<file path="src/rtl/uart_pkg.sv">
// Shared definitions for the UART transmit arbiter: state encoding, rate
// defaults and the frame-length derivation used to time one serial frame.
package uart_pkg;

    localparam int BAUD_RATE_DEFAULT       = 10000;
    localparam int CLOCK_FREQUENCY_DEFAULT = 250000;
    localparam int TIMER_WIDTH             = 16;

    typedef enum logic [1:0] {
        IDLE   = 2'd0,
        LAUNCH = 2'd1,
        WAIT   = 2'd2
    } arb_state_t;

    function automatic int cycles_per_sample(input int baud, input int clk_hz);
        return clk_hz / baud;
    endfunction

    // Ten bit times plus two cycles for the transmitter's input registers.
    function automatic logic [TIMER_WIDTH-1:0] frame_cycles(input int baud, input int clk_hz);
        return TIMER_WIDTH'(10 * cycles_per_sample(baud, clk_hz) + 2);
    endfunction

    localparam int CYCLES_PER_SAMPLE = cycles_per_sample(BAUD_RATE_DEFAULT, CLOCK_FREQUENCY_DEFAULT);
    localparam int FRAME_CYCLES      = 10 * CYCLES_PER_SAMPLE + 2;

endpackage

</file>
<file path="src/rtl/uart_tx_arbiter_if.sv">
// Requester/transmitter-side signal bundle of the UART transmit arbiter.
interface uart_tx_arbiter_if;
    logic [1:0] i_req;
    logic [7:0] i_data0;
    logic [7:0] i_data1;
    logic [1:0] o_ack;
    logic [7:0] o_tx_data;
    logic       o_tx_start;
    logic       o_busy;

    modport master (
        output i_req, i_data0, i_data1,
        input  o_ack, o_tx_data, o_tx_start, o_busy
    );

    modport slave (
        input  i_req, i_data0, i_data1,
        output o_ack, o_tx_data, o_tx_start, o_busy
    );
endinterface

</file>
<file path="src/rtl/uart_frame_timer.sv">
// Loadable down-counter that measures one frame; saturates at zero so it
// can never wrap between reloads.
module uart_frame_timer #(
    parameter int WIDTH = 16
) (
    input  logic             clk,
    input  logic             i_reset,
    input  logic             i_load,
    input  logic [WIDTH-1:0] i_load_value,
    input  logic             i_dec,
    output logic             o_done
);

    logic [WIDTH-1:0] count_r;

    // Counter register: reload has priority over count-down.
    always_ff @(posedge clk) begin
        if (i_reset) begin
            count_r <= {WIDTH{1'b0}};
        end else if (i_load) begin
            count_r <= i_load_value;
        end else if (i_dec && (count_r != {WIDTH{1'b0}})) begin
            count_r <= count_r - WIDTH'(1);
        end else begin
            count_r <= count_r;
        end
    end

    assign o_done = (count_r == {WIDTH{1'b0}});

endmodule

</file>
<file path="src/rtl/uart_tx_arbiter.sv">
// Two-requester arbiter feeding one UART transmitter, one frame at a time.
// Define UART_ARB_ROUND_ROBIN_EN for round-robin; otherwise requester 0 has fixed priority.
module uart_tx_arbiter
    import uart_pkg::*;
#(
    parameter int BAUD_RATE       = BAUD_RATE_DEFAULT,
    parameter int CLOCK_FREQUENCY = CLOCK_FREQUENCY_DEFAULT
) (
    input  logic              clk,
    input  logic              i_reset,
    uart_tx_arbiter_if.slave  bus
);

    localparam logic [TIMER_WIDTH-1:0] FRAME_LOAD =
        frame_cycles(BAUD_RATE, CLOCK_FREQUENCY) - TIMER_WIDTH'(1);

    arb_state_t state_r;
    logic [1:0] ack_r;
    logic       tx_start_r;
    logic       busy_r;
    logic [7:0] tx_data_r;

    logic       winner_s;
    logic [7:0] winner_data_s;
    logic       timer_load_s;
    logic       timer_dec_s;
    logic       timer_done_s;

`ifdef UART_ARB_ROUND_ROBIN_EN
    logic       last_grant_r;

    // Winner selection: on contention, favour the requester not served last.
    always_comb begin
        winner_s = 1'b0;
        case (bus.i_req)
            2'b01:   winner_s = 1'b0;
            2'b10:   winner_s = 1'b1;
            2'b11:   winner_s = ~last_grant_r;
            default: winner_s = 1'b0;
        endcase
    end

    // Last-grant pointer, reset to 1 so requester 0 wins the first contention.
    always_ff @(posedge clk) begin
        if (i_reset) begin
            last_grant_r <= 1'b1;
        end else if ((state_r == IDLE) && (bus.i_req != 2'b00)) begin
            last_grant_r <= winner_s;
        end else begin
            last_grant_r <= last_grant_r;
        end
    end
`else
    // Winner selection: requester 0 always has priority.
    always_comb begin
        winner_s = 1'b0;
        if (bus.i_req[0]) begin
            winner_s = 1'b0;
        end else if (bus.i_req[1]) begin
            winner_s = 1'b1;
        end else begin
            winner_s = 1'b0;
        end
    end
`endif

    assign winner_data_s = winner_s ? bus.i_data1 : bus.i_data0;
    assign timer_load_s  = (state_r == LAUNCH);
    assign timer_dec_s   = (state_r == WAIT);

    uart_frame_timer #(
        .WIDTH (TIMER_WIDTH)
    ) u_frame_timer (
        .clk          (clk),
        .i_reset      (i_reset),
        .i_load       (timer_load_s),
        .i_load_value (FRAME_LOAD),
        .i_dec        (timer_dec_s),
        .o_done       (timer_done_s)
    );

    // Arbiter FSM; ack/start are set on the capture edge so they are high
    // exactly during the LAUNCH cycle.
    always_ff @(posedge clk) begin
        if (i_reset) begin
            state_r    <= IDLE;
            ack_r      <= 2'b00;
            tx_start_r <= 1'b0;
            busy_r     <= 1'b0;
            tx_data_r  <= 8'hFF;
        end else begin
            ack_r      <= 2'b00;
            tx_start_r <= 1'b0;
            case (state_r)
                IDLE: begin
                    if (bus.i_req != 2'b00) begin
                        tx_data_r  <= winner_data_s;
                        ack_r      <= winner_s ? 2'b10 : 2'b01;
                        tx_start_r <= 1'b1;
                        busy_r     <= 1'b1;
                        state_r    <= LAUNCH;
                    end else begin
                        busy_r     <= 1'b0;
                        state_r    <= IDLE;
                    end
                end
                LAUNCH: begin
                    busy_r  <= 1'b1;
                    state_r <= WAIT;
                end
                WAIT: begin
                    if (timer_done_s) begin
                        busy_r  <= 1'b0;
                        state_r <= IDLE;
                    end else begin
                        busy_r  <= 1'b1;
                        state_r <= WAIT;
                    end
                end
                default: begin
                    busy_r  <= 1'b0;
                    state_r <= IDLE;
                end
            endcase
        end
    end

    assign bus.o_ack      = ack_r;
    assign bus.o_tx_start = tx_start_r;
    assign bus.o_busy     = busy_r;
    assign bus.o_tx_data  = tx_data_r;

endmodule

</file>
<file path="src/flat_wrapper.sv">
// flat-port wrapper written by rule: the top's interface ports become plain ports
module uart_tx_arbiter_flat import uart_pkg::*;
#(
    parameter int BAUD_RATE       = BAUD_RATE_DEFAULT,
    parameter int CLOCK_FREQUENCY = CLOCK_FREQUENCY_DEFAULT
)
  (clk, i_reset, bus_i_req, bus_i_data0, bus_i_data1, bus_o_ack, bus_o_tx_data, bus_o_tx_start, bus_o_busy);
  uart_tx_arbiter_if bus_i ();
  input  logic clk;
  input  logic i_reset;
  input wire logic [$bits(bus_i.i_req)-1:0] bus_i_req;
  input wire logic [$bits(bus_i.i_data0)-1:0] bus_i_data0;
  input wire logic [$bits(bus_i.i_data1)-1:0] bus_i_data1;
  output wire logic [$bits(bus_i.o_ack)-1:0] bus_o_ack;
  output wire logic [$bits(bus_i.o_tx_data)-1:0] bus_o_tx_data;
  output wire logic [$bits(bus_i.o_tx_start)-1:0] bus_o_tx_start;
  output wire logic [$bits(bus_i.o_busy)-1:0] bus_o_busy;
  assign bus_i.i_req = bus_i_req;
  assign bus_i.i_data0 = bus_i_data0;
  assign bus_i.i_data1 = bus_i_data1;
  assign bus_o_ack = bus_i.o_ack;
  assign bus_o_tx_data = bus_i.o_tx_data;
  assign bus_o_tx_start = bus_i.o_tx_start;
  assign bus_o_busy = bus_i.o_busy;
  uart_tx_arbiter #(.BAUD_RATE(BAUD_RATE), .CLOCK_FREQUENCY(CLOCK_FREQUENCY)) u_core (.clk(clk), .i_reset(i_reset), .bus(bus_i));
endmodule
</file>
<file path="config.mk">
export PLATFORM = sky130hd
export DESIGN_NAME = uart_tx_arbiter_flat
export DESIGN_NICKNAME = d
export VERILOG_FILES = /design/src/rtl/uart_pkg.sv /design/src/rtl/uart_tx_arbiter_if.sv /design/src/rtl/uart_frame_timer.sv /design/src/rtl/uart_tx_arbiter.sv /design/src/flat_wrapper.sv
export SDC_FILE = /design/constraint.sdc
export NUM_CORES = 1
export LEC_CHECK = 0
export CORE_MARGIN = 5
export CORE_UTILIZATION = 53
export DETAILED_ROUTE_END_ITERATION = 10
export PLACE_DENSITY_LB_ADDON = 0.05
export SKIP_CTS_REPAIR_TIMING = 1
export SYNTH_ARGS = -nofsm -noshare
export SYNTH_HDL_FRONTEND = slang
export SYNTH_SLANG_ARGS = --single-unit
export TNS_END_PERCENT = 30
</file>
<file path="constraint.sdc">
create_clock -name clk -period 4.35 [get_ports clk]
set_clock_uncertainty 0.1 [all_clocks]
set_input_delay 1.0875 -clock clk [delete_from_list [all_inputs] [get_ports clk]]
set_output_delay 1.0875 -clock clk [all_outputs]
set_load 0.1 [all_outputs]
</file>
==> results.md, run 1 <==
* Starting density of the core at 0.542
* Die area at 3900 um2
* Largest net degree at the start of global routing at 21
* Wire per inst at 15.2 um
* Vias at 1300
* Critical Path RT at 3.16 ns
* CP max stage delay at 1.14 ns
* Count of input and output buffers at 31
* Final Critical Period at 3.03 ns
* Post-route clock period utilization at 0.697
* DRC viols at 0
* Antenna violations before repair at 0
* Clock sink count at 30
* Non-Filler Instances at 217
* Routed WL at 3290 um
* Max-slew violations at 0
* Slowest CP cell: clkdlybuf4s50_1
* CP Capture Type: output port
* Core area at 2690 um2
* Chip Height at 62.4 um
* CP max FO at 2
* Outcome: finished, final reports clean
* Sequential share of the synthesized area at 0.412
* # H-tree levels at 2
* All-Layer GR Usage at 0.179
* Clock-pin slew on the worst setup and hold paths at 0.10 ns
* Power per cell area at 465 nW/um2
* Clock Tree Buf Depth at 2
* Min-delay worst type: reg -> reg
* Ys flop type: dfxtp_1
* Post-synth EDFFs at 0
* Hold_ws at 0.379 ns
* Grt total ovfl at 0
* DP HPWL at 2340 um
* Hold Vio Cnt, Final at 0
* Placed insts at 209
* Diode count at 0
* CTS buffer count at 5
* Cell Area, Synth at 1460 um2
* Worst path top cell family by delay: buffers and inverters
* RSZ-0062 raised after global routing: no
* Maximum vdd drop at 0.441 mV
* Number of max-cap violations at 0
* Final nets at 207
* Fin worst setup slack at 1.32 ns
* Path type of the worst setup path: reg -> out
* Mapped Avg Cell Area at 9.40 um2
* Global-route wire length before repair at 5650 um
* Die extent in x at 62.4 um
* #FFs+latches synth at 30
* DR vias/cell at 5.99
* Worst-path cell chain: clkdlybuf4s50_1
* Mapped Nets at 177
* Vias in the first global route at 1274
* Synthesized netlist cell count at 155
* Worst-margin pin slew at 0.993 ns
* CP Launch Type: register
* Setup TNS at 0 ns
* Post-DRT Antenna Nets at 0
* CTS tree: built
* Slew HR at 0.337
* Static leakage at 0.000720 uW
* Critical path arrival at 1.85 ns
* Setup WS pre-CTS at 1.16 ns
* Layout area overhead at 27.8%
* Setup violators final at 0
* Distinct cells, synth at 41
* Pre-antenna DRT Iters at 4
* Async S/R FF share, synth at 0
* Row count at 19
* # IOs at 32
* Fmax at 330 MHz
* Clk Latency, worst-skew pair at 0.36 ns
* Share of layout cells above drive strength 1 at 0.0968
* Ys Warns at 0
* Root Driver: clkbuf_4
* Fill cell count at 220
* Final RePlAce weighted congestion at 0.859
* DR iter-0 viols at 113
* Bufs and invs on worst path at 1
[registers in the layout, indices dropped and copies added, names as in the netlist]
name and cells:
u_core.bus.o_ack 2, u_core.bus.o_busy 1, u_core.bus.o_tx_data 8, u_core.bus.o_tx_start 1
u_core.state_r 2, u_core.u_frame_timer.count_r 16
[placed cells by master, fill, tap and decap left out, types with 2 or more instances in the layout]
master            n
clkdlybuf4s50_1  31
dfxtp_1          30
nor2_1           18
mux2i_1          13
nand2_1           8
a211o_1           8
inv_1             5
or3_1             5
a211oi_1          5
clkbuf_4          5
a311oi_1          4
nor3_1            4
nor4_4            3
a31oi_1           3
nor2b_1           2
and2_1            2
nor3b_1           2
nand4_1           2
nand2b_1          2
a21oi_1           2
nand3_1           2
nor4b_1           2
a41o_1            2
nor4_1            2
ha_1              2
clkinvlp_4        2
buf_4             2
[cell usage after synthesis, drive strengths merged, types with 2 or more instances]
library cell	instances	area, um2
nand2b	2	12.5
mux2i	13	130
o21ai	2	10.0
inv	5	18.8
clkbuf	7	26.3
nor4	5	76.3
a41o	2	20.0
and2	2	12.5
a211oi	5	37.5
nor4b	2	17.5
or3	6	38.8
buf	3	15.0
or4	2	18.8
a311oi	4	35.0
a211o	8	70.1
a31oi	3	18.8
nor2b	2	12.5
nand4	2	12.5
nand2	9	36.3
dfxtp	30	601
ha	2	25.0
nand3	2	10.0
nor3b	2	15.0
a21oi	2	10.0
nor3	4	20.0
nor2	19	73.8
[layer usage]
| layer | vias up | wire length (um) | GRT usage | part of all wire |
|---|---|---|---|---|
| li1 | 640 | - | - | - |
| met1 | 616 | 1450 | 0.208 | 0.44 |
| met2 | 37 | 1550 | 0.280 | 0.47 |
| met3 | 7 | 221 | 0.0737 | 0.067 |
| met4 | 0 | 69 | 0.0928 | 0.021 |
| met5 | - | 0 | 0 | 0 |
[metrics by stage]
step	utilization	total power, uW	instance area, um2
4_1_cts	0.693	867	1860
5_1_grt	0.693	911	1860
2_1_floorplan	-	562	1460
3_5_place_dp	0.662	636	1780
6_report	0.693	865	1860
3_3_place_gp	0.662	626	1780
[where the power goes]
group	total [uW]	switching [uW]	internal [uW]
registers	330	26.6	303
clock network	234	114	120
logic	301	201	99.7
total	865	342	524
[cell families after synthesis]
family                     Yosys count  synth area share
adders and majority gates            2            0.0172
AOI/OAI and AO/OA                   31             0.168
and+or+nand+nor                     64             0.272
buffers and inverters               15            0.0412
muxes                               13            0.0893
DFF                                 30             0.412
[path summary, 6_finish.rpt]
path,from,to,slack [ns],cells past startpoint
min reg2reg,u_core.bus.o_tx_data[0]$_SDFFE_PP1N_,u_core.bus.o_tx_data[0]$_SDFFE_PP1N_,0.38,1
min,u_core.bus.o_tx_data[0]$_SDFFE_PP1N_,u_core.bus.o_tx_data[0]$_SDFFE_PP1N_,0.38,1
max reg2reg,u_core.u_frame_timer.count_r[0]$_SDFFE_PP0P_,u_core.u_frame_timer.count_r[1]$_SDFFE_PP0P_,2.20,6
max,u_core.bus.o_tx_data[5]$_SDFFE_PP1N_,bus_o_tx_data[5],1.32,1
[layout make-up]
type / count / area (um2) / area share
clock buffers: 5 / 37.5 / 0.0202
well taps: 31 / 38.8 / 0.0208
multi-input cells: 110 / 796 / 0.427
repair buffers: 33 / 325 / 0.175
inverters: 5 / 18.8 / 0.0101
clock inverters: 3 / 45.0 / 0.0242
flip-flops and latches: 30 / 601 / 0.323
(Power assumes the default switching activity.)
==> run 2: changes to the inputs <==
--- a/config.mk
+++ b/config.mk
@@ -6,7 +6,7 @@
 export NUM_CORES = 1
 export LEC_CHECK = 0
 export CORE_MARGIN = 5
-export CORE_UTILIZATION = 53
+export CORE_UTILIZATION = 49
 export DETAILED_ROUTE_END_ITERATION = 10
 export PLACE_DENSITY_LB_ADDON = 0.05
 export SKIP_CTS_REPAIR_TIMING = 1
==> constraint.sdc (replaced) <==
create_clock -name clk -period 2.8 [get_ports clk]
set_clock_uncertainty 0.1 [all_clocks]
set_input_delay 0.7 -clock clk [delete_from_list [all_inputs] [get_ports clk]]
set_output_delay 0.7 -clock clk [all_outputs]
set_load 0.1 [all_outputs]
==> run 2 against run 1 <==
Compared with the run above: count of clock-buffer cells in the layout is the same; critical endpoint is now u_core.u_frame_timer.count_r[1]$_SDFFE_PP0P_; largest cell class unchanged; highest routed layer unchanged; flip-flop and latch count is the same; routed wire length shrank 4.9%.
==> results.md, run 2 (synthesis gave the netlist of run 1 again) <==
* Pre-antenna DRT Iters at 4
* Largest net degree at the start of global routing at 21
* Count of input and output buffers at 31
* Vias at 1270
* Post-route clock period utilization at 0.801
* Final nets at 210
* Max reg flops at 16
* Fmax at 446 MHz
* Die extent in x at 64.5 um
* Wire per inst at 14.2 um
* DR vias/cell at 5.77
* DRC viols at 0
* All-Layer GR Usage at 0.158
* Final RePlAce weighted congestion at 0.735
* Largest Register: u_core.u_frame_timer.count_r
* Outcome: finished, final reports clean
* Switch share at 0.385
* Min-delay worst type: reg -> reg
* CP max stage delay at 0.49 ns
* CP Depth at 6
* Critical Path RT at 2.94 ns
* Power per cell area at 709 nW/um2
* DP HPWL at 2330 um
* CP Capture Type: register
* Root Driver: clkbuf_4
* Leading cell types in the layout, fill and taps excluded: dfxtp_1, clkdlybuf4s50_1, nor2_1, buf_4, mux2i_1
* Static leakage at 0.000751 uW
* Setup crit start: u_core.u_frame_timer.count_r[0]$_SDFFE_PP0P_
* Share of layout cells above drive strength 1 at 0.175
* WHS Path Cells at 1
* CP Launch Type: register
* Number of max-cap violations at 0
* Max-slew violations at 0
* Vias in the first global route at 1177
* Starting density of the core at 0.519
* Global-route wire length before repair at 5240 um
* Path type of the worst setup path: reg -> reg
* Reg2reg start: u_core.u_frame_timer.count_r[0]$_SDFFE_PP0P_
* Reg2Reg Depth at 6
* Clock power share at 0.257
* Worst R2R End: u_core.u_frame_timer.count_r[1]$_SDFFE_PP0P_
* # IOs at 32
* Internal power at 806 uW
* Antenna violations before repair at 0
* Setup violators final at 0
* Post-DRT Antenna Nets at 0
* Worst path top cell family by delay: simple AND/OR/NAND/NOR gates
* Clock Tree Buf Depth at 2
* Critical path arrival at 2.39 ns
* Bufs and invs on worst path at 1
* Commonest non-fill, non-tap cell in the layout: dfxtp_1
* Routed WL at 3130 um
* Switching pwr at 505 uW
* Sequential power share at 0.392
* Row count at 19
* CTS buffer count at 5
* Setup TNS at 0 ns
* Clock sink count at 30
* CTS tree: built
* Crit path capture: u_core.u_frame_timer.count_r[1]$_SDFFE_PP0P_
* Clk Latency, worst-skew pair at 0.33 ns
* Core area at 2810 um2
* # H-tree levels at 2
* Worst-path cell chain: inv_1 > ha_1 > nor3b_1 > nand4_1 > and3_1 > a311oi_1
* Maximum vdd drop at 0.435 mV
* R2R Setup Slk at 0.56 ns
* Clock-pin slew on the worst setup and hold paths at 0.10 ns
* Hold Vio Cnt, Final at 0
* Slew HR at 0.628
* Layout area overhead at 27.0%
* Die area at 4160 um2
* Final Critical Period at 2.24 ns
* Post-layout total power at 1310 uW
* Part of the power in combinational logic at 0.352
* DR iter-0 viols at 87
* Chip Height at 64.5 um
* RSZ-0062 raised after global routing: no
* Worst-margin pin slew at 0.556 ns
* Grt total ovfl at 0
* Diode count at 0
* CP max FO at 12
* Slowest CP cell: nand4_1
run 2: power groups by stage:
stage	sequential, uW	clock, uW	combinational (uW)
6_report	513	336	461
3_3_place_gp	519	0	453
4_1_cts	513	346	461
3_5_place_dp	523	0	460
5_1_grt	521	372	493
2_1_floorplan	670	0	202
run 2: worst register-to-register path, cell delays in order, from the launching register on:
cell	delay, ns
dfxtp_1	0.33
inv_1	0.10
ha_1	0.18
nor3b_1	0.37
nand4_1	0.49
and3_1	0.36
a311oi_1	0.23
run 2: metrics by stage:
step | util | worst slack, ns | cells | cell area, um2 | hold WS [ns]
6_report | 0.659 | 0.556 | 220 | 1850 | 0.377
5_1_grt | 0.659 | 0.462 | 220 | 1850 | 0.409
4_1_cts | 0.659 | 0.634 | 220 | 1850 | 0.383
3_5_place_dp | 0.632 | 0.524 | 212 | 1770 | 0.358
3_3_place_gp | 0.632 | 0.579 | 212 | 1770 | 0.346
2_1_floorplan | - | 1.05 | 155 | 1460 | 0.348
run 2: area by class of cell:
| type | instances | area [um2] |
|---|---|---|
| Clock inverter | 3 | 40.0 |
| Timing Repair Buffer | 36 | 318 |
| Sequential cell | 30 | 601 |
| Clock buffer | 5 | 37.5 |
| Multi-Input combinational cell | 110 | 796 |
| Inverter | 5 | 18.8 |
| Tap cell | 31 | 38.8 |
| Fill cell | 229 | 956 |
run 2: layer usage:
| metal | up-vias | routed length (um) | global-route usage | part of all wire |
|---|---|---|---|---|
| li1 | 648 | - | - | - |
| met1 | 582 | 1390 | 0.193 | 0.45 |
| met5 | - | 0 | 0 | 0 |
| met2 | 34 | 1510 | 0.263 | 0.48 |
| met3 | 6 | 186 | 0.0449 | 0.059 |
| met4 | 0 | 38 | 0.0607 | 0.012 |
run 2: worst min path at each step:
stage / to / start
2_1_floorplan: u_core.u_frame_timer.count_r[14]$_SDFFE_PP0P_ / u_core.u_frame_timer.count_r[14]$_SDFFE_PP0P_
3_3_place_gp: u_core.bus.o_tx_data[4]$_SDFFE_PP1N_ / u_core.bus.o_tx_data[4]$_SDFFE_PP1N_
3_5_place_dp: u_core.bus.o_tx_data[2]$_SDFFE_PP1N_ / u_core.bus.o_tx_data[2]$_SDFFE_PP1N_
4_1_cts: u_core.bus.o_tx_data[4]$_SDFFE_PP1N_ / u_core.bus.o_tx_data[4]$_SDFFE_PP1N_
5_1_grt: u_core.bus.o_tx_data[6]$_SDFFE_PP1N_ / u_core.bus.o_tx_data[6]$_SDFFE_PP1N_
6_report: u_core.bus.o_tx_data[6]$_SDFFE_PP1N_ / u_core.bus.o_tx_data[6]$_SDFFE_PP1N_
==> run 3: changes to the inputs <==
--- a/config.mk
+++ b/config.mk
@@ -6,7 +6,7 @@
 export NUM_CORES = 1
 export LEC_CHECK = 0
 export CORE_MARGIN = 5
-export CORE_UTILIZATION = 49
+export CORE_UTILIZATION = 45
 export DETAILED_ROUTE_END_ITERATION = 10
 export PLACE_DENSITY_LB_ADDON = 0.05
 export SKIP_CTS_REPAIR_TIMING = 1
==> constraint.sdc (replaced) <==
create_clock -name clk -period 2 [get_ports clk]
set_clock_uncertainty 0.1 [all_clocks]
set_input_delay 0.5 -clock clk [delete_from_list [all_inputs] [get_ports clk]]
set_output_delay 0.5 -clock clk [all_outputs]
set_load 0.1 [all_outputs]
==> run 3 against run 2 <==
Compared with the run above: via count rose by 2.9%; core utilization rose by 0.82 points; fmax rose by 17%; critical endpoint is now u_core.u_frame_timer.count_r[10]$_SDFFE_PP0P_; largest power group is now combinational logic.
==> results.md, run 3 (synthesis gave the netlist of run 1 again) <==
* Path type of the worst setup path: reg -> reg
* Final Critical Period at 1.91 ns
* Grt total ovfl at 0
* CTS tree: built
* Fmax at 523 MHz
* Maximum vdd drop at 0.538 mV
* CP max FO at 7
* Vias in the first global route at 1320
* Vias at 1307
* CP Launch Type: register
* Pre-antenna DRT Iters at 4
* Die extent in x at 66.9 um
* Reg2reg start: u_core.u_frame_timer.count_r[0]$_SDFFE_PP0P_
* Reg2Reg Depth at 7
* Min-delay worst type: reg -> reg
* Hold Vio Cnt, Final at 0
* Count of input and output buffers at 31
* Critical Path RT at 2.16 ns
* Setup violators final at 0
* Critical path arrival at 2.07 ns
* All-Layer GR Usage at 0.170
* Final RePlAce weighted congestion at 0.800
* Die area at 4470 um2
* Row count at 20
* # H-tree levels at 2
* Commonest non-fill, non-tap cell in the layout: dfxtp_1
* RSZ-0062 raised after global routing: no
* # IOs at 32
* DP HPWL at 2520 um
* Final nets at 215
* Chip Height at 66.9 um
* Worst-margin pin slew at 0.356 ns
* Root Driver: clkbuf_4
* Core area at 3080 um2
* Starting density of the core at 0.473
* Max reg flops at 16
* Wire per inst at 13.9 um
* Design area at 2050 um2
* Setup crit start: u_core.u_frame_timer.count_r[0]$_SDFFE_PP0P_
* Antenna violations before repair at 0
* Diode count at 0
* Post-route clock period utilization at 0.956
* CP Capture Type: register
* Largest net degree at the start of global routing at 21
* Clock sink count at 30
* R2R Setup Slk at 0.09 ns
* Layout area overhead at 41.1%
* Clock Tree Buf Depth at 2
* Leading cell types in the layout, fill and taps excluded: dfxtp_1, clkdlybuf4s50_1, nor2_1, mux2i_1, buf_12
* Number of max-cap violations at 0
* DR vias/cell at 5.54
* Share of layout cells above drive strength 1 at 0.208
* Largest Register: u_core.u_frame_timer.count_r
* Max-slew violations at 0
* Static leakage at 0.000827 uW
* Placement-stage cell area at 1990 um2
* Slew HR at 0.762
* Post-DRT Antenna Nets at 0
* Hold_sp: u_core.u_frame_timer.count_r[14]$_SDFFE_PP0P_
* Util after Layout at 0.667
* Power per cell area at 899 nW/um2
* DRC viols at 0
* Outcome: finished, final reports clean
* Global-route wire length before repair at 5690 um
* Clk Latency, worst-skew pair at 0.33 ns
* CTS buffer count at 5
* DR iter-0 viols at 121
* Worst R2R End: u_core.u_frame_timer.count_r[10]$_SDFFE_PP0P_
* Routed WL at 3290 um
* Clock-pin slew on the worst setup and hold paths at 0.09 ns
* Crit path capture: u_core.u_frame_timer.count_r[10]$_SDFFE_PP0P_
-- run 3: cell types whose count changed in the layout (fill, tap and decap cells not counted), sizes merged --
cell / delta
bufinv: -1
clkbuf: +1
buf: +5
clkinv: -2
-- run 3: worst min-delay path by stage --
stage / depth (start not counted) / slack, ns / endpoint
after CTS: 2 / 0.40 / u_core.u_frame_timer.count_r[14]$_SDFFE_PP0P_
after floorplan: 2 / 0.35 / u_core.u_frame_timer.count_r[14]$_SDFFE_PP0P_
after global placement: 2 / 0.36 / u_core.u_frame_timer.count_r[14]$_SDFFE_PP0P_
final: 2 / 0.39 / u_core.u_frame_timer.count_r[14]$_SDFFE_PP0P_
after detailed placement: 2 / 0.39 / u_core.u_frame_timer.count_r[14]$_SDFFE_PP0P_
after global routing: 2 / 0.42 / u_core.u_frame_timer.count_r[14]$_SDFFE_PP0P_
-- run 3: layout make-up --
cell class / instances / area, um2
sequential: 30 / 602
fill: 269 / 1020
timing repair buffer: 41 / 518
multi-input combinational: 110 / 810
tap: 44 / 55.1
inverter: 5 / 18.8
clock buffer: 6 / 51.3
-- run 3: where the power goes --
group | internal, uW | switching, uW | total [uW] | leakage, uW
sequential | 661 | 73.5 | 734 | 0.000247
combinational | 315 | 448 | 763 | 0.000550
clock | 158 | 192 | 350 | 0.0000302
total | 1130 | 714 | 1850 | 0.000827
-- run 3: per-stage QoR --
step | hold WS, ns | instances | total power [uW] | setup TNS, ns | setup slack (ns)
after floorplan | 0.348 | 155 | 1220 | 0 | 0.256
after global placement | 0.363 | 230 | 1490 | -0.0679 | -0.0260
after detailed placement | 0.387 | 230 | 1500 | -0.409 | -0.0747
after CTS | 0.399 | 236 | 1860 | 0 | 0.0711
after global routing | 0.418 | 236 | 1960 | 0 | 0.0276
final | 0.393 | 236 | 1850 | 0 | 0.0880
-- run 3: layer usage --
layer | global-route usage | vias to the layer above | share of wire
met1 | 0.177 | 609 | 0.42
met5 | 0 | - | 0
met2 | 0.295 | 37 | 0.49
li1 | - | 655 | -
met3 | 0.0809 | 6 | 0.074
met4 | 0.0658 | 0 | 0.014
-- run 3: worst max-delay path, stage by stage (launching register included) --
cell and delay [ns]:
dfxtp_2 0.34, inv_1 0.06, ha_1 0.20, nor3b_1 0.15, buf_4 0.13, and2_2 0.24
or4_1 0.47, a21oi_1 0.15
